## config.mk

```make
export PLATFORM = sky130hd
export DESIGN_NAME = fetch_pc_unit
export DESIGN_NICKNAME = d
export VERILOG_FILES = /design/src/rtl/fetch_pc_unit.sv
export SDC_FILE = /design/constraint.sdc
export NUM_CORES = 1
export LEC_CHECK = 0
export CORE_ASPECT_RATIO = 0.9
export CORE_MARGIN = 1
export CORE_UTILIZATION = 56
export CTS_BUF_LIST = sky130_fd_sc_hd__clkbuf_8
export CTS_CLUSTER_DIAMETER = 120
export DETAILED_ROUTE_END_ITERATION = 8
export GPL_ROUTABILITY_DRIVEN = 0
export PLACE_DENSITY = 0.85
export SYNTH_ARGS = -nofsm -noshare
export SYNTH_HDL_FRONTEND = slang
export SYNTH_SLANG_ARGS = --single-unit
export TNS_END_PERCENT = 30
```

## constraint.sdc

```tcl
create_clock -name clk -period 3.3 [get_ports clk]
set_input_delay 0.99 -clock clk [delete_from_list [all_inputs] [get_ports clk]]
set_output_delay 0.99 -clock clk [all_outputs]
set_load 0.1 [all_outputs]
```

## src/rtl/fetch_pc_unit.sv

```systemverilog
// Program-counter / fetch-control stage: sequences IDLE -> RUN -> DONE and drives current_pc into instruction memory.
// Optional address range check against IMEM_DEPTH is enabled by defining FETCH_PC_BOUND_CHECK_EN (adds pc_fault).
module fetch_pc_unit #(
    parameter int PC_W       = 32,
    parameter int START_ADDR = 0,
    parameter int IMEM_DEPTH = 4096
) (
    input  logic            clk,
    input  logic            reset,
    input  logic            start,
    input  logic            stall,
    input  logic            halt,
    input  logic            branch_taken,
    input  logic            branch_relative,
    input  logic [PC_W-1:0] branch_target,
    output logic [PC_W-1:0] current_pc,
    output logic            fetch_valid,
    output logic            busy,
`ifdef FETCH_PC_BOUND_CHECK_EN
    output logic            pc_fault,
`endif
    output logic            done
);

    typedef enum logic [1:0] {
        S_IDLE = 2'd0,
        S_RUN  = 2'd1,
        S_DONE = 2'd2
    } state_t;

    localparam logic [PC_W-1:0] LP_START = PC_W'(START_ADDR);

    if (IMEM_DEPTH < 1) begin : g_bad_depth
        $error("fetch_pc_unit: IMEM_DEPTH must be positive");
    end

    state_t          r_state;
    logic [PC_W-1:0] r_pc;
    logic [PC_W-1:0] w_next_pc;
    logic [PC_W-1:0] w_branch_pc;
    logic            w_oob;

    // Relative targets are two's-complement offsets; plain add wraps mod 2^PC_W.
    assign w_branch_pc = branch_relative ? (r_pc + branch_target) : branch_target;
    assign w_next_pc   = branch_taken ? w_branch_pc : (r_pc + 1'b1);

`ifdef FETCH_PC_BOUND_CHECK_EN
    localparam logic [PC_W:0] LP_DEPTH = (PC_W+1)'(IMEM_DEPTH);
    logic r_fault;

    assign w_oob = ({1'b0, w_next_pc} >= LP_DEPTH);
`else
    assign w_oob = 1'b0;
`endif

    always_ff @(posedge clk or negedge reset) begin
        if (!reset) begin
            r_state <= S_IDLE;
            r_pc    <= LP_START;
`ifdef FETCH_PC_BOUND_CHECK_EN
            r_fault <= 1'b0;
`endif
        end else begin
            case (r_state)
                S_IDLE, S_DONE: begin
                    if (start) begin
                        r_state <= S_RUN;
                        r_pc    <= LP_START;
`ifdef FETCH_PC_BOUND_CHECK_EN
                        r_fault <= 1'b0;
`endif
                    end
                end
                S_RUN: begin
                    if (stall) begin
                        r_state <= S_RUN;
                    end else if (halt) begin
                        r_state <= S_DONE;
                    end else if (w_oob) begin
                        // Out-of-range fetch: stop with PC still at the last legal address.
                        r_state <= S_DONE;
`ifdef FETCH_PC_BOUND_CHECK_EN
                        r_fault <= 1'b1;
`endif
                    end else begin
                        r_pc <= w_next_pc;
                    end
                end
                default: begin
                    r_state <= S_IDLE;
                    r_pc    <= LP_START;
                end
            endcase
        end
    end

    assign current_pc  = r_pc;
    assign busy        = (r_state == S_RUN);
    assign done        = (r_state == S_DONE);
    // A stalled cycle re-presents the same address, so it is not a new fetch.
    assign fetch_valid = (r_state == S_RUN) && !stall;
`ifdef FETCH_PC_BOUND_CHECK_EN
    assign pc_fault    = r_fault;
`endif

endmodule

```

# ---- Word level (Yosys, flattened, before mapping)
# Index checks and enable logic that the tools add are counted.
dict set report totals {
  reg_bits 34
  latch_bits 0
  in_bits 39
  mem_bits_ro 0
  ramBits 0
  n_memories 0
}
dict set report classes {
  add_sub_neg 2
  bitwise 0
  n_shift 0
  mux 10
  div 0
  reduce_logical 6
  order_cmp 0
  n_eq_ne 6
  n_mul 0
}
# cell n
set op_table {}
lappend op_table {{$mux W32} 5}
lappend op_table {{$pmux W32 S2} 1}
lappend op_table {{$add A32 B1 Y32 const B} 1}
lappend op_table {{$add A32 B32 Y32} 1}
lappend op_table {{$mux W2} 3}
lappend op_table {{$ne A2 B2 Y1 const B} 3}
lappend op_table {{$pmux W2 S2} 1}
lappend op_table {{$ne A3 B3 Y1 const B} 1}
lappend op_table {{$reduce_and A3 Y1} 1}
lappend op_table {{$eq A2 B1 Y1 const B} 1}
lappend op_table {{$eq A2 B2 Y1 const B} 1}
lappend op_table {{$logic_not A2 Y1} 1}
lappend op_table {{$reduce_and A2 Y1} 1}
lappend op_table {{$reduce_or A2 Y1} 1}
lappend op_table {{$logic_and A1 B1 Y1} 1}
lappend op_table {{$logic_not A1 Y1} 1}

# ---- Depth between registers and ports, before layout
# Gate-level depths: netlist (run 1).
dict set report depth {
  depth_word 6
  mapped_depth 12
  mapped_depth_nobuf 12
}

# ---- Least setup slack after synthesis (run 1)
# OpenSTA, ideal clock, no wires.
dict set report synth_path {
  path_type {register to register}
  from {register r_state[0]}
  to {register r_pc[18], in the netlist current_pc[18]}
  stages_incl_launch_ff 11
  path_slack_ns -0.722
  path_buffers 1
  arrival_ns 3.923
  period_less_slack_ns 4.022
  cell_sequence {dfrtp_1 -> nor2b_1 -> and2_1 -> nor2b_1 -> clkbuf_1 -> nand2_1 -> o21ai_0 -> nand2_1 -> nand3_1 -> a21oi_1 -> a311oi_1}
}
dict set report synth_via {
  elab_cells_between_ends 9
  cone_classes {eq/ne (5); mux (1); reduce/logical (3)}
}
# item line
set synth_lines {}
lappend synth_lines {{start: declaration} 37} ;# state_t r_state;
lappend synth_lines {{start signal: assignment} 58} ;# r_state <= S_IDLE;
lappend synth_lines {{start signal: assignment} 67} ;# r_state <= S_RUN;
lappend synth_lines {{start signal: assignment} 76} ;# r_state <= S_RUN;
lappend synth_lines {{$eq A2 B1 Y1 (*)} -}
lappend synth_lines {{named net busy} 18} ;# output logic busy,
lappend synth_lines {{$ne A2 B2 Y1 (no source line)} -}
lappend synth_lines {{$reduce_and A3 Y1 (no source line)} -}
lappend synth_lines {{end signal: assignment} 86} ;# r_pc <= w_next_pc;
lappend synth_lines {{end: declaration} 38} ;# logic [PC_W-1:0] r_pc;
# Mark *: on every way through the listed nets, which the timed path passes. The rest lies on a longest branch.
# A chain may end at the register's enable or synchronous reset.

# ---- Worst setup path in the final report (run 1)
dict set report layout_path {
  from {input port branch_target[20]}
  to {register r_pc[23], in the netlist current_pc[23]}
}
dict set report layout_via {
  elab_chain_len 6
}
# item line
set layout_rtl {}
lappend layout_rtl {{start: declaration} 15} ;# input logic [PC_W-1:0] branch_target,
lappend layout_rtl {{$add A32 B32 Y32} 44} ;# assign w_branch_pc = branch_relative ? (r_pc + branch_target) : branch_target;
lappend layout_rtl {{$mux W32} 44}
lappend layout_rtl {{$mux W32} 45} ;# assign w_next_pc = branch_taken ? w_branch_pc : (r_pc + 1'b1);
lappend layout_rtl {{$mux W32} 77} ;# end else if (halt) begin
lappend layout_rtl {{$mux W32} 75} ;# if (stall) begin
lappend layout_rtl {{$pmux W32 S2} 64} ;# case (r_state)
# No other way between the ends. The select of a mux whose other input is x is not followed.

==> results of run 1 <==
-- worst min path at each step --
stage | end | depth (start not counted) | slack (ps)
floorplan | r_state[0] | 1 | 530
global placement | r_state[0] | 1 | 570
detailed placement | r_state[0] | 1 | 590
CTS | r_state[0] | 1 | 600
global route | r_state[0] | 1 | 650
finish | r_state[0] | 1 | 620
-- state kept, by name, summed over array words and instances, names as in the netlist --
register,count
r_state,2
current_pc,32
-- timing repair --
action	4_1_cts	5_1_grt
hold buffers	0	0
buffers inserted	4	4
setup endpoints to repair	17	20
gates resized for setup	33	56
pin swaps	11	29
endpoints found under the hold margin	0	0
-- cell type report --
cell class	instances	share of cell area, %
clock inverter	3	0.730
inverter	16	0.974
tap	93	1.89
timing repair buffer	180	24.1
clock buffer	5	1.12
sequential	34	13.8
multi-input combinational	473	57.4
-- cells by family after synthesis --
group	count (synthesis)	synth area share, %
compound gates	203	31.5
xor+xnor	22	4.62
fa+ha+maj	33	10.1
buf+inv	41	5.49
flops	34	20.4
mux	21	5.19
simple gates	194	22.7
-- where the power goes --
| part | switching (mW) | internal, mW | leakage, nW |
|---|---|---|---|
| Sequential | 0.182 | 0.496 | 0.464 |
| Clock | 0.182 | 0.225 | 0.0504 |
| Combinational | 1.55 | 0.911 | 2.49 |
| Total | 1.92 | 1.63 | 3.01 |
-- critical path: stages --
cell and delay [ps]:
clkdlybuf4s50_1 580, ha_4 250, buf_4 140, o211a_1 140, a2111oi_4 360, o31a_1 210, o21ai_2 60, buf_4 150
xor2_1 140, mux2i_1 200, nor2_1 80, a221o_1 270
-- layout by cell type, fill, tap and decap left out, types with 5 or more instances in the layout --
cell and count:
nor2_1 45, a21oi_1 37, nand3_1 24, o21ai_0 56, a21oi_2 5, o221ai_1 5, o21a_1 6, buf_4 141
ha_1 12, and3_1 12, a31oi_1 6, nand4_1 8, mux2_2 5, o21ai_1 7, clkbuf_8 5, inv_1 16
ha_4 18, a21o_1 23, dfrtp_1 34, xnor2_1 14, o21ai_2 5, nand2_1 51, clkdlybuf4s50_1 17, nor3_1 11
a22oi_1 7, xor2_1 7, mux2i_1 16, dlymetal6s2s_1 16
-- routing by layer --
layer / part of all wire [%] / global-route usage [%]
met1: 39 / 51.7
met2: 47 / 61.8
met5: 0 / 0
met4: 3.2 / 10.5
met3: 11 / 4.46
-- through the flow --
stage	utilization, %	setup TNS, ps
after global placement	77.5	-7520
final	86.7	-81.4
after detailed placement	77.5	-9010
after global routing	86.7	-212
after CTS	81.8	-81.1
after floorplan	-	0
==> impl_metrics.env, run 1 <==
export IMPL_hold_class="register to register"
export IMPL_yosysWarnings=0
export IMPL_cts_sinks=34
export IMPL_rows=29
export IMPL_wl_um=16200
export IMPL_leakagePower_nw=3.01
export IMPL_fin_crit_sh_pct=102
export IMPL_crit_start="branch_target[20]"
export IMPL_finClkSkew_ps=4.58
export IMPL_initialDrtViolationCount=758
export IMPL_area_growth_pct=48.0
export IMPL_cp_max_fo=4
export IMPL_setup_viol=1
export IMPL_endpoint="current_pc[23]"
export IMPL_fin_nets=782
export IMPL_timing_rr_end="current_pc[10]"
export IMPL_grt_overflow_total=0
export IMPL_numCtsBuffers=5
export IMPL_die_area_um2=7790
export IMPL_top_level_ports=74
export IMPL_regArea_um2=851
export IMPL_final_cells=804
export IMPL_die_y_um=83.8
export IMPL_start_util_pct=58.6
export IMPL_post_place_ws_ps=-555
export IMPL_die_w_um=92.9
export IMPL_fillers=366
export IMPL_worstSetupEndpointType="register"
export IMPL_total_power_mw=3.55
export IMPL_yosysTopAreaCellShare_pct=20.4
export IMPL_grt_pass1_wl_um=23400
export IMPL_place_hpwl_um=10700
export IMPL_syn_area_um2=4170
export IMPL_yosysTopAreaCell="dfrtp_1"
export IMPL_violations="negative setup slack"
export IMPL_yosys_register_bits=34
export IMPL_dp_cells=788
export IMPL_worstPathArrival_ps=3570
export IMPL_required_ps=3490
export IMPL_cts_root_buffer="clkbuf_8"
export IMPL_startpoint_type="primary input"
export IMPL_synthCells=548
export IMPL_final_design_area_no_fill_um2=6170
export IMPL_outcome="complete, but fails checks"
export IMPL_min_from="r_state[0]"
export IMPL_r2r_cells=13
export IMPL_track_usage_pct=37.5
export IMPL_worst_slack_ps=-81.4
export IMPL_maxSlewViolCount=0
export IMPL_via_count=5406
export IMPL_cts_clk_slew_worst_paths_ps=80
export IMPL_ys_async_sr_fraction_pct=100
export IMPL_synth_area_leaders="dfrtp_1 (20%), ha_1 (9.6%), o21ai_0 (7.7%), a21oi_1 (5.0%), nand2_1 (4.7%)"
export IMPL_synth_cell_types=68
export IMPL_synth_common_cells="o21ai_0 (64), nand2_1 (52), nor2_1 (46)"
export IMPL_ant_nets=0
export IMPL_slew_limit_headroom_pct=65.2
export IMPL_grt_max_degree=35
export IMPL_yosysMostFrequentCell="o21ai_0"
export IMPL_fmax_ghz=0.296
export IMPL_r2r_start="current_pc[0]"
export IMPL_antenna_found_initial=0
export IMPL_wire_per_inst_um=20.2
export IMPL_multi_input_area_um2=3540
export IMPL_antenna_cells=0
export IMPL_hold_ws_ps=624
export IMPL_grt_pass1_vias=4932
export IMPL_port_buffers=73
export IMPL_drtPass1Iterations=6
export IMPL_viasPerCell=6.72
export IMPL_hold_violations=0
export IMPL_drc_errors=0
export IMPL_dpl_instance_area_um2=5510
export IMPL_ff2ff_setup_slack_ps=420
export IMPL_cts_tree="built"
export IMPL_htreeDepth=2
export IMPL_ir_worst_vdd_uv=419
export IMPL_period_minus_slack_ps=3380
export IMPL_syn_num_nets=620
export IMPL_clk_path_buf_depth=2
export IMPL_yosysSeqAreaShare_pct=20.4
export IMPL_worst_slew_pin_slew_ps=520
export IMPL_crit_type="primary input to register"
export IMPL_maxCapViolCount=0
export IMPL_avgSynthCellArea_um2=7.61
export IMPL_synth_edf_count=0
export IMPL_synth_ff_type="dfrtp_1"
export IMPL_power_density_nw_per_um2=576
export IMPL_drive_above_1_share_pct=31.5
export IMPL_clock_latency_ps=300
export IMPL_core_um2=7110
Power figures use the tool's default switching activity.
==> run 2, diff against run 1 <==
--- a/config.mk
+++ b/config.mk
@@ -5,6 +5,7 @@
 export SDC_FILE = /design/constraint.sdc
 export NUM_CORES = 1
 export LEC_CHECK = 0
+export CAP_MARGIN = 20
 export CORE_ASPECT_RATIO = 0.9
 export CORE_MARGIN = 1
 export CORE_UTILIZATION = 56
==> results of run 2 <==
No change in the layout: final DEF, timing and power equal those of run 1.
